--- src/rtl/drone_pkg.sv ---
// Shared types and constants for the blob-centroid block.
//   X_W/Y_W        widths of pixel column/row coordinates
//   SUM_W/CNT_W    accumulator widths, sized for a full 640x480 frame
//   SCREEN_W/H     visible area; coordinates outside it are never accumulated
//   cent_state_t   centroid FSM states
//   smooth_step    (3*old + new) >> 2 on a 12-bit intermediate
package drone_pkg;

  localparam int X_W      = 10;
  localparam int Y_W      = 9;
  localparam int SUM_W    = 28;
  localparam int CNT_W    = 19;
  localparam int SCREEN_W = 640;
  localparam int SCREEN_H = 480;

  typedef enum logic [2:0] {
    IDLE    = 3'd0,
    CHECK   = 3'd1,
    DIV_X   = 3'd2,
    DIV_Y   = 3'd3,
    PUBLISH = 3'd4
  } cent_state_t;

  // 3*639 + 639 = 2556, so 12 bits never wrap.
  function automatic logic [11:0] smooth_step(input logic [11:0] old_v,
                                              input logic [11:0] new_v);
    logic [11:0] acc;
    acc = (old_v << 1) + old_v + new_v;
    return acc >> 2;
  endfunction

endpackage

--- src/rtl/seq_div.sv ---
// Fixed-latency restoring divider, one quotient bit per cycle.
//   vga_clk, reset : clock, asynchronous active-high reset
//   start          : one-cycle pulse; loads dividend and performs the first step
//   dividend       : SUM_W-bit numerator, sampled only on start
//   divisor        : CNT_W-bit denominator, must stay stable until done
//   done           : high for the cycle in which quotient is final
//   quotient       : low X_W bits of the truncated quotient
// Start plus 27 further steps gives 28 quotient bits; done rises 28 cycles
// after the start cycle. A start while done is high restarts immediately,
// which lets the caller chain X then Y back to back.
module seq_div
  import drone_pkg::*;
(
  input  logic             vga_clk,
  input  logic             reset,
  input  logic             start,
  input  logic [SUM_W-1:0] dividend,
  input  logic [CNT_W-1:0] divisor,
  output logic             done,
  output logic [X_W-1:0]   quotient
);

  localparam logic [4:0] REMAINING_STEPS = 5'(SUM_W - 1);

  logic [CNT_W-1:0] rem;
  logic [SUM_W-1:0] quo;
  logic [4:0]       steps;
  logic             running;

  logic [CNT_W-1:0] rem_in;
  logic [SUM_W-1:0] quo_in;
  logic [CNT_W:0]   shifted;
  logic [CNT_W:0]   diff;
  logic             fits;
  logic [CNT_W-1:0] rem_out;
  logic [SUM_W-1:0] quo_out;

  // One restoring step. The partial remainder is always < divisor, so the
  // shifted value is < 2*divisor and the result fits back into CNT_W bits.
  always_comb begin
    rem_in  = start ? '0 : rem;
    quo_in  = start ? dividend : quo;
    shifted = {rem_in, quo_in[SUM_W-1]};
    diff    = shifted - {1'b0, divisor};
    fits    = (shifted >= {1'b0, divisor});
    rem_out = fits ? diff[CNT_W-1:0] : shifted[CNT_W-1:0];
    quo_out = {quo_in[SUM_W-2:0], fits};
  end

  always_ff @(posedge vga_clk or posedge reset) begin
    if (reset) begin
      rem     <= '0;
      quo     <= '0;
      steps   <= '0;
      running <= 1'b0;
    end else if (start) begin
      rem     <= rem_out;
      quo     <= quo_out;
      steps   <= REMAINING_STEPS;
      running <= 1'b1;
    end else if (running) begin
      if (steps != 5'd0) begin
        rem   <= rem_out;
        quo   <= quo_out;
        steps <= steps - 5'd1;
      end else begin
        running <= 1'b0;
      end
    end
  end

  assign done     = running && (steps == 5'd0);
  assign quotient = quo[X_W-1:0];

endmodule

--- src/rtl/blob_centroid.sv ---
// Per-frame centroid of binarised "on" pixels.
//   vga_clk, reset : 25 MHz pixel clock, asynchronous active-high reset
//   img            : visible-area qualifier
//   vsync          : vertical sync; the active transition marks frame end
//   pos_x, pos_y   : current pixel coordinates
//   pix_on         : binarised pixel
//   cx, cy         : centroid of the last target frame, held between updates
//   pix_count      : on-pixel count of the last completed frame
//   target         : last frame had at least MIN_COUNT on-pixels
//   cent_valid     : one-cycle pulse when the outputs above update
//   busy           : FSM not idle (frame-end capture until publish)
//   overrun        : sticky, frame end seen while busy; cleared by reset only
//   state_dbg      : current FSM state
// Build option: define CENTROID_SMOOTH_EN to low-pass cx/cy across
// consecutive target frames; latency is the same either way.
// Handshake: cent_valid is a pure strobe with no ready; the consumer must
// sample cx/cy/pix_count/target in the cycle it is high (or any time after,
// since they hold until the next pulse).
module blob_centroid
  import drone_pkg::*;
#(
  parameter int MIN_COUNT     = 64,
  parameter int VSYNC_ACT_LOW = 1
) (
  input  logic             vga_clk,
  input  logic             reset,
  input  logic             img,
  input  logic             vsync,
  input  logic [X_W-1:0]   pos_x,
  input  logic [Y_W-1:0]   pos_y,
  input  logic             pix_on,
  output logic [X_W-1:0]   cx,
  output logic [Y_W-1:0]   cy,
  output logic [CNT_W-1:0] pix_count,
  output logic             target,
  output logic             cent_valid,
  output logic             busy,
  output logic             overrun,
  output cent_state_t      state_dbg
);

  localparam logic VSYNC_IDLE_LVL = 1'(VSYNC_ACT_LOW != 0);

  cent_state_t      state;
  logic             vsync_q;
  logic [SUM_W-1:0] sum_x, sum_y, snap_sum_x, snap_sum_y;
  logic [CNT_W-1:0] cnt, snap_cnt;
  logic [X_W-1:0]   cx_next;
  logic [Y_W-1:0]   cy_next;

  logic             frame_edge;
  logic             qualify;
  logic             snap_target;
  logic             div_start;
  logic             div_done;
  logic [SUM_W-1:0] div_dividend;
  logic [X_W-1:0]   div_quo;

  assign frame_edge  = VSYNC_ACT_LOW != 0 ? (vsync_q & ~vsync) : (~vsync_q & vsync);
  assign qualify     = img && pix_on &&
                       (32'(pos_x) < SCREEN_W) && (32'(pos_y) < SCREEN_H);
  assign snap_target = (snap_cnt >= CNT_W'(MIN_COUNT));

  // X is started from CHECK, Y is started in the cycle X completes.
  assign div_start    = ((state == CHECK) && snap_target) ||
                        ((state == DIV_X) && div_done);
  assign div_dividend = (state == DIV_X) ? snap_sum_y : snap_sum_x;

  seq_div u_div (
    .vga_clk  (vga_clk),
    .reset    (reset),
    .start    (div_start),
    .dividend (div_dividend),
    .divisor  (snap_cnt),
    .done     (div_done),
    .quotient (div_quo)
  );

  // Accumulators and snapshot. The frame-end cycle always clears the live
  // sums (dropping any pixel in that cycle); the snapshot is only refreshed
  // when no division is using it.
  always_ff @(posedge vga_clk or posedge reset) begin
    if (reset) begin
      vsync_q    <= VSYNC_IDLE_LVL;
      sum_x      <= '0;
      sum_y      <= '0;
      cnt        <= '0;
      snap_sum_x <= '0;
      snap_sum_y <= '0;
      snap_cnt   <= '0;
      overrun    <= 1'b0;
    end else begin
      vsync_q <= vsync;
      if (frame_edge) begin
        sum_x <= '0;
        sum_y <= '0;
        cnt   <= '0;
        if (state == IDLE) begin
          snap_sum_x <= sum_x;
          snap_sum_y <= sum_y;
          snap_cnt   <= cnt;
        end else begin
          overrun <= 1'b1;
        end
      end else if (qualify) begin
        sum_x <= sum_x + SUM_W'(pos_x);
        sum_y <= sum_y + SUM_W'(pos_y);
        cnt   <= cnt + CNT_W'(1);
      end
    end
  end

  always_ff @(posedge vga_clk or posedge reset) begin
    if (reset) begin
      state      <= IDLE;
      cx_next    <= '0;
      cy_next    <= '0;
      cx         <= '0;
      cy         <= '0;
      pix_count  <= '0;
      target     <= 1'b0;
      cent_valid <= 1'b0;
    end else begin
      cent_valid <= 1'b0;
      case (state)
        IDLE:    if (frame_edge) state <= CHECK;
        CHECK:   state <= snap_target ? DIV_X : PUBLISH;
        DIV_X: begin
          if (div_done) begin
            cx_next <= div_quo;
            state   <= DIV_Y;
          end
        end
        DIV_Y: begin
          if (div_done) begin
            cy_next <= div_quo[Y_W-1:0];
            state   <= PUBLISH;
          end
        end
        PUBLISH: begin
          pix_count  <= snap_cnt;
          target     <= snap_target;
          cent_valid <= 1'b1;
          state      <= IDLE;
          if (snap_target) begin
`ifdef CENTROID_SMOOTH_EN
            // target still holds the previous frame's flag here.
            if (target) begin
              cx <= X_W'(smooth_step(12'(cx), 12'(cx_next)));
              cy <= Y_W'(smooth_step(12'(cy), 12'(cy_next)));
            end else begin
              cx <= cx_next;
              cy <= cy_next;
            end
`else
            cx <= cx_next;
            cy <= cy_next;
`endif
          end
        end
        default: state <= IDLE;
      endcase
    end
  end

  assign busy      = (state != IDLE);
  assign state_dbg = state;

endmodule

--- config.mk ---
export PLATFORM = sky130hd
export DESIGN_NAME = blob_centroid
export DESIGN_NICKNAME = d
export VERILOG_FILES = /design/src/rtl/drone_pkg.sv /design/src/rtl/seq_div.sv /design/src/rtl/blob_centroid.sv
export SDC_FILE = /design/constraint.sdc
export NUM_CORES = 1
export LEC_CHECK = 0
export BUFFER_PORTS_ARGS = -buffer_cell sky130_fd_sc_hd__buf_2
export CAP_MARGIN = 10
export CORE_AREA = 2 2 170 238
export CTS_BUF_LIST = sky130_fd_sc_hd__clkbuf_16
export DETAILED_ROUTE_END_ITERATION = 8
export DIE_AREA = 0 0 172 240
export HOLD_SLACK_MARGIN = 0.05
export SLEW_MARGIN = 20
export SYNTH_ARGS = -nofsm -noshare
export SYNTH_HDL_FRONTEND = slang
export SYNTH_SLANG_ARGS = --single-unit
--- constraint.sdc ---
create_clock -name vga_clk -period 9.3 [get_ports vga_clk]
set_clock_uncertainty 0.15 [all_clocks]
set_input_delay 1.86 -clock vga_clk [delete_from_list [all_inputs] [get_ports vga_clk]]
set_output_delay 1.86 -clock vga_clk [all_outputs]
set_load 0.005 [all_outputs]
# ---- Word level (Yosys, flattened, before mapping)
# Index checks and enable logic that the tools add are counted.
dict set report totals {
  ff_bits 267
  input_bits 24
}
dict set report op_classes {
  mux 28
  eq_ne 7
  magnitude_cmp 4
  addsub 5
  bitwise_logic 3
  reduce_logical 21
}
# op count
set op_table {}
lappend op_table {{2-to-1 mux 28 bit} 9}
lappend op_table {{2-to-1 mux 19 bit} 7}
lappend op_table {{adder 28 x 10 -> 28 bit} 1}
lappend op_table {{adder 28 x 9 -> 28 bit} 1}
lappend op_table {{>= comparator 20 x 19 -> 1 bit} 1}
lappend op_table {{adder 19 x 1 -> 19 bit, second input constant} 1}
lappend op_table {{>= comparator 19 x 7 -> 1 bit, second input constant} 1}
lappend op_table {{subtractor 19 bit} 1}
lappend op_table {{2-to-1 mux 5 bit} 3}
lappend op_table {{2-to-1 mux 3 bit} 4}
lappend op_table {{case mux 3 bit (4 select lines)} 1}
lappend op_table {{AND reduction 2 bit} 6}
lappend op_table {{less-than comparator 10 bit, second input constant} 1}
lappend op_table {{less-than comparator 9 bit, second input constant} 1}
lappend op_table {{== test 3 x 2 -> 1 bit, second input constant} 2}
lappend op_table {{logical AND 1 bit} 6}
lappend op_table {{!= test 2 bit, second input constant} 3}
lappend op_table {{nonzero test 2 bit} 3}
lappend op_table {{logical NOT 5 bit} 1}
lappend op_table {{nonzero test 5 bit} 1}
lappend op_table {{subtractor 5 x 1 -> 5 bit, second input constant} 1}
lappend op_table {{2-to-1 mux 1 bit} 4}
lappend op_table {{== test 3 x 1 -> 1 bit, second input constant} 1}
lappend op_table {{== test 3 bit, second input constant} 1}
lappend op_table {{6 further kinds} 7}

# ---- Depth between registers and ports, before layout
dict set report depth {
  depth_word 10
  mapped_depth 20
  mapped_depth_nobuf 18
}

# ---- By module
# A second synthesis with hierarchy kept.
dict set report hier_totals {
  hier_cells 1275
  area_unflattened_um2 13843.3
}
# mod area_per_inst_um2 cells_each instances
set by_module_without_submodules {}
lappend by_module_without_submodules {blob_centroid 10228.6 867 1}
lappend by_module_without_submodules {seq_div 3614.7 408 1}

# ---- Least setup slack after synthesis
# Ideal clock, no wire load.
dict set report synth_timing {
  kind {input to register}
  startpoint {in pos_y[0]}
  endpoint {reg sum_y[24]}
  stages 12
  arrival_ns 4.122
  t_required_ns 9.018
  setup_slack_ns 4.896
  cell_sequence {ha_1 > fa_1 > a21o_1 > a21oi_1 > o21bai_1 > a21oi_1 > o21bai_1 > a21o_1 > a21oi_1 > nand4b_1 > xor2_1 > nor2_1}
}
dict set report synth_between {
  elab_chain_cells 3
  elab_cells_between_ends 6
  classes_between {add/sub: 1; order compare: 1; mux: 2; reduce/logical: 2}
}
# item line_no
set synth_lines {}
lappend synth_lines {{start: declaration} blob_centroid.sv:30} ;# input logic [Y_W-1:0] pos_y,
lappend synth_lines {{adder 28 x 9 -> 28 bit / less-than comparator 9 bit (equally long branches)} {blob_centroid.sv:107, blob_centroid.sv:61}}
lappend synth_lines {{2-to-1 mux 28 bit / logical AND 1 bit (equally long branches)} {blob_centroid.sv:105, blob_centroid.sv:61}}
lappend synth_lines {{2-to-1 mux 28 bit / nonzero test 2 bit (equally long branches)} n/a}
lappend synth_lines {{end signal: assignment} blob_centroid.sv:107} ;# sum_y <= sum_y + SUM_W'(pos_y);
lappend synth_lines {{end: declaration} blob_centroid.sv:46} ;# logic [SUM_W-1:0] sum_x, sum_y, snap_sum_x, snap_sum_y;
# Parallel ways exist; a longest one is shown, timed or not. The select of a mux whose other input is x is not followed.
# A chain may end at the register's enable or synchronous reset.

# ---- Final worst setup path
dict set report layout_timing {
  startpoint {reg state[1] (netlist: state_dbg[1])}
  endpoint {reg u_div.rem[15]}
}
dict set report layout_between {
  elab_chain_cells 9
  elab_cells_between_ends 17
  classes_between {add/sub: 1; order compare: 1; eq/ne: 2; mux: 7; reduce/logical: 6}
}
# item line_no
set layout_lines {}
lappend layout_lines {{start: declaration} blob_centroid.sv:44} ;# cent_state_t state;
lappend layout_lines {{start signal: assignment} blob_centroid.sv:127} ;# CHECK: state <= snap_target ? DIV_X : PUBLISH;
lappend layout_lines {{== test 3 x 1 -> 1 bit / == test 3 x 2 -> 1 bit (equally long branches)} {blob_centroid.sv:65, blob_centroid.sv:66, blob_centroid.sv:67}}
lappend layout_lines {{logical AND 1 bit (on tied branches)} {blob_centroid.sv:65, blob_centroid.sv:66}}
lappend layout_lines {{logical OR 1 bit} blob_centroid.sv:65} ;# assign div_start = ((state == CHECK) && snap_target) ||
lappend layout_lines {{2-to-1 mux 28 bit / 2-to-1 mux 19 bit (equally long branches)} {seq_div.sv:42, seq_div.sv:41}}
lappend layout_lines {{subtractor 19 bit / >= comparator 20 x 19 -> 1 bit (equally long branches)} {seq_div.sv:44, seq_div.sv:45}}
lappend layout_lines {{2-to-1 mux 19 bit} seq_div.sv:46} ;# rem_out = fits ? diff[CNT_W-1:0] : shifted[CNT_W-1:0];
lappend layout_lines {{2-to-1 mux 19 bit} seq_div.sv:62} ;# if (steps != 5'd0) begin
lappend layout_lines {{2-to-1 mux 19 bit} seq_div.sv:61} ;# end else if (running) begin
lappend layout_lines {{2-to-1 mux 19 bit} seq_div.sv:56} ;# end else if (start) begin
lappend layout_lines {{end signal: assignment} seq_div.sv:57} ;# rem <= rem_out;
lappend layout_lines {{end signal: assignment} seq_div.sv:63} ;# rem <= rem_out;
lappend layout_lines {{end: declaration} seq_div.sv:25} ;# logic [CNT_W-1:0] rem;
# Parallel ways exist; a longest one is shown, timed or not. The select of a mux whose other input is x is not followed.

==> results.json <==
{
  "die_x_um": 172,
  "worstHoldPathCells": 1,
  "cts_buffers": 27,
  "drc": 0,
  "cts_tree": "built",
  "post_drt_wl_per_cell_um": 17.04,
  "status": "finished, final reports clean",
  "die-area_um2": 41280,
  "viasPerCell": 5.160,
  "synth_most_common_cell": "dfrtp_1",
  "final.setup.worst_slack_ns": 3.544,
  "critPathCaptureType": "flop",
  "place_congestion": 0.8894,
  "hold_end": "overrun$_DFFE_PP0P_",
  "nets": 1382,
  "synth_cell_types": 73,
  "rr_endpoint": "u_div.rem[15]$_DFFE_PP0P_",
  "critical-path-max-stage-delay_ns": 0.63,
  "drive_above_1_share": 0.2121,
  "synthToLayoutAreaGrowth_pct": 12.68,
  "drt_iter0_drc": 488,
  "cts-root-buf": "clkbuf_16",
  "critical_path_required_ns": 9.56,
  "maxCapViolations": 0,
  "synth_area_leader_cell": "dfrtp_1",
  "clkLatencyLatePin_ns": 0.54,
  "synth_top_area_frac": 0.4925,
  "core_um2": 39170,
  "vias": 9608,
  "grt_pass1_vias": 9887,
  "die_h_um": 240,
  "fillers": 3871,
  "ys_ff_latch": 267,
  "slew_violations": 0,
  "h-tree-depth": 1,
  "worst_path_max_delay_cell": "o31ai_4",
  "worstHoldStart": "overrun$_DFFE_PP0P_",
  "max-clock-path-buffers": 3,
  "syn_area_per_cell_um2": 10.68,
  "synth_flop_cell": "dfrtp_1",
  "grtUsageTotal": 0.1587,
  "pin_count": 69,
  "grt_max_degree": 122,
  "arrival_ns": 6.01,
  "clock-sinks": 267,
  "syn_nets": 1333,
  "p_total_mw": 2.821,
  "hold_path.class": "reg2reg",
  "grt_overflow": 0,
  "synthTopCellsByCount": "dfrtp_1 (266), nand2_1 (143), mux2_2 (132), nor2_1 (73), a21oi_1 (69)",
  "synth_top_cells_by_area": "dfrtp_1 (49%), mux2_2 (11%), nand2_1 (4.0%)",
  "timing.final.hold_violations": 0,
  "cts_hold_buf": 0,
  "relSlewSlack": 0.3663,
  "synth_edf_count": 0,
  "grt_pass1_wl_um": 52440,
  "wl_um": 31730,
  "port_buffers": 68,
  "postLayoutCoreUtil": 0.3888,
  "rsz0062_at_grt": "no",
  "drtPass1Iterations": 5,
  "fin_setup_tns_ns": 0,
  "cp_common_cell": "buf_4",
  "peakVddDrop_mv": 0.1265,
  "synth.yosys.seq_area_share": 0.4944,
  "reg2reg_from": "state_dbg[1]$_DFFE_PP0P_",
  "syn_inst": 1266,
  "antenna_cells": 0,
  "async_reset_ff_frac": 1.000,
  "ys_warn_count": 0,
  "leakage_nw": 7.283,
  "setup_viol": 0,
  "placed_area_um2": 14400,
  "cellPowerDensity_nw_per_um2": 185.2,
  "post_cts_buffers": 0,
  "fmax_mhz": 173.7,
  "fin_crit_ns": 5.756,
  "stdcell_area_um2": 15230,
  "rrSetupSlack_ns": 3.54,
  "start_util": 0.3451,
  "ctsResizeCount": 0,
  "antenna_left": 0,
  "clkTransAtPathRegs_ns": 0.06,
  "fp-row-count": 86,
  "antenna_found_initial": 1,
  "min_period_over_period": 0.6189,
  "crit_path_max_fanout": 64,
  "timing_worst_setup_path_type": "reg2reg",
  "pre_cts_ws_ns": 3.548,
  "start_kind": "flop",
  "hpwl_um": 22350,
  "synth.cell_area_um2": 13520,
  "ff2ff_path_depth": 17,
  "worst_slew_pin_slew_ns": 0.9506,
  "crit_chain": "nor3b_4, buf_4, nand3_2, a21boi_4, buf_4, and2_1, ha_1, nand3_1, nor2_1, a221oi_2, a21oi_2, o41ai_4, a21oi_4, o31ai_4, a21oi_1, nand3b_1, o2111ai_1"
}
==> state kept, by name (all words and copies together) (netlist names), 3 cells and up <==
register     count
cnt             19
cx              10
cx_next         10
cy               9
cy_next          9
pix_count       19
snap_cnt        19
snap_sum_x      28
snap_sum_y      28
state_dbg        3
sum_x           28
sum_y           28
u_div.quo       28
u_div.rem       19
u_div.steps      5
==> worst max-delay path by stage <==
stage	start	endpoint	slack, ns	depth (start not counted)
global placement	snap_cnt[6]$_DFFE_PP0P_	u_div.rem[15]$_DFFE_PP0P_	3.62	16
detailed placement	state_dbg[1]$_DFFE_PP0P_	u_div.rem[15]$_DFFE_PP0P_	3.55	17
finish	state_dbg[1]$_DFFE_PP0P_	u_div.rem[15]$_DFFE_PP0P_	3.54	17
global route	state_dbg[1]$_DFFE_PP0P_	u_div.rem[15]$_DFFE_PP0P_	3.05	17
CTS	state_dbg[1]$_DFFE_PP0P_	u_div.rem[15]$_DFFE_PP0P_	3.54	17
floorplan	reset	cent_valid$_DFF_PP0_	3.77	1
==> logic make-up after synthesis <==
| kind of cell | synth area share |
|---|---|
| and+or+nand+nor | 0.1490 |
| buffers and inverters | 0.03185 |
| AOI/OAI and AO/OA | 0.1234 |
| xor gates and xnor gates | 0.04536 |
| adders and majority gates | 0.04147 |
| muxes | 0.1144 |
| DFF | 0.4944 |
==> report_power, final <==
group,switching [mW],internal (mW),leakage (nW)
logic,0.286,0.244,3.17
registers,0.0586,1.23,3.69
clock network,0.446,0.552,0.422
==> stage by stage <==
stage | instances | hold WS, ns
after floorplan | 1266 | 0.2960
after global placement | 1813 | 0.2953
after detailed placement | 1813 | 0.2939
after CTS | 1861 | 0.3081
after global routing | 1862 | 0.3431
final | 1862 | 0.3011
==> per-layer routing <==
metal	track usage	wire length (um)
met1	0.1922	12880
met2	0.2857	16850
met3	0.01860	973
met4	0.06188	1013
met5	0	13
==> worst max-delay path: cells and delay by family (launching register included) <==
kind                       cells  cell delay (ns)
adders and majority gates      1             0.30
AOI/OAI and AO/OA              8             2.59
buffers and inverters          2             0.87
DFF                            1             0.49
and+or+nand+nor                6             1.15
==> area by class of cell <==
cell class | instances | area, um^2 | share of cell area
clock buffer | 27 | 675.6 | 0.04436
inverter | 42 | 161.4 | 0.01060
multi-input combinational | 893 | 6434 | 0.4224
sequential | 267 | 6683 | 0.4388
clock inverter | 21 | 122.6 | 0.008051
tap | 528 | 660.6 | 0.04338
timing repair buffer | 84 | 493.0 | 0.03237
==> cell usage in the layout (no fill, tap or decap), types with 8 or more instances in the layout <==
cell type,instances
dfrtp_1,266
nand2_1,143
mux2_2,132
nor2_1,72
a21oi_1,69
buf_2,68
and2_1,49
inv_1,47
xnor2_1,41
ha_1,40
a31oi_1,32
a211oi_1,31
nand3_1,30
o21ai_0,29
xor2_1,29
clkbuf_16,27
or3_1,14
and3_1,14
buf_4,14
o21bai_1,13
a22o_1,13
nand4_1,12
a21o_1,12
nand2b_1,12
nor4_1,9
o211ai_1,8
Power figures use the tool's default switching activity.
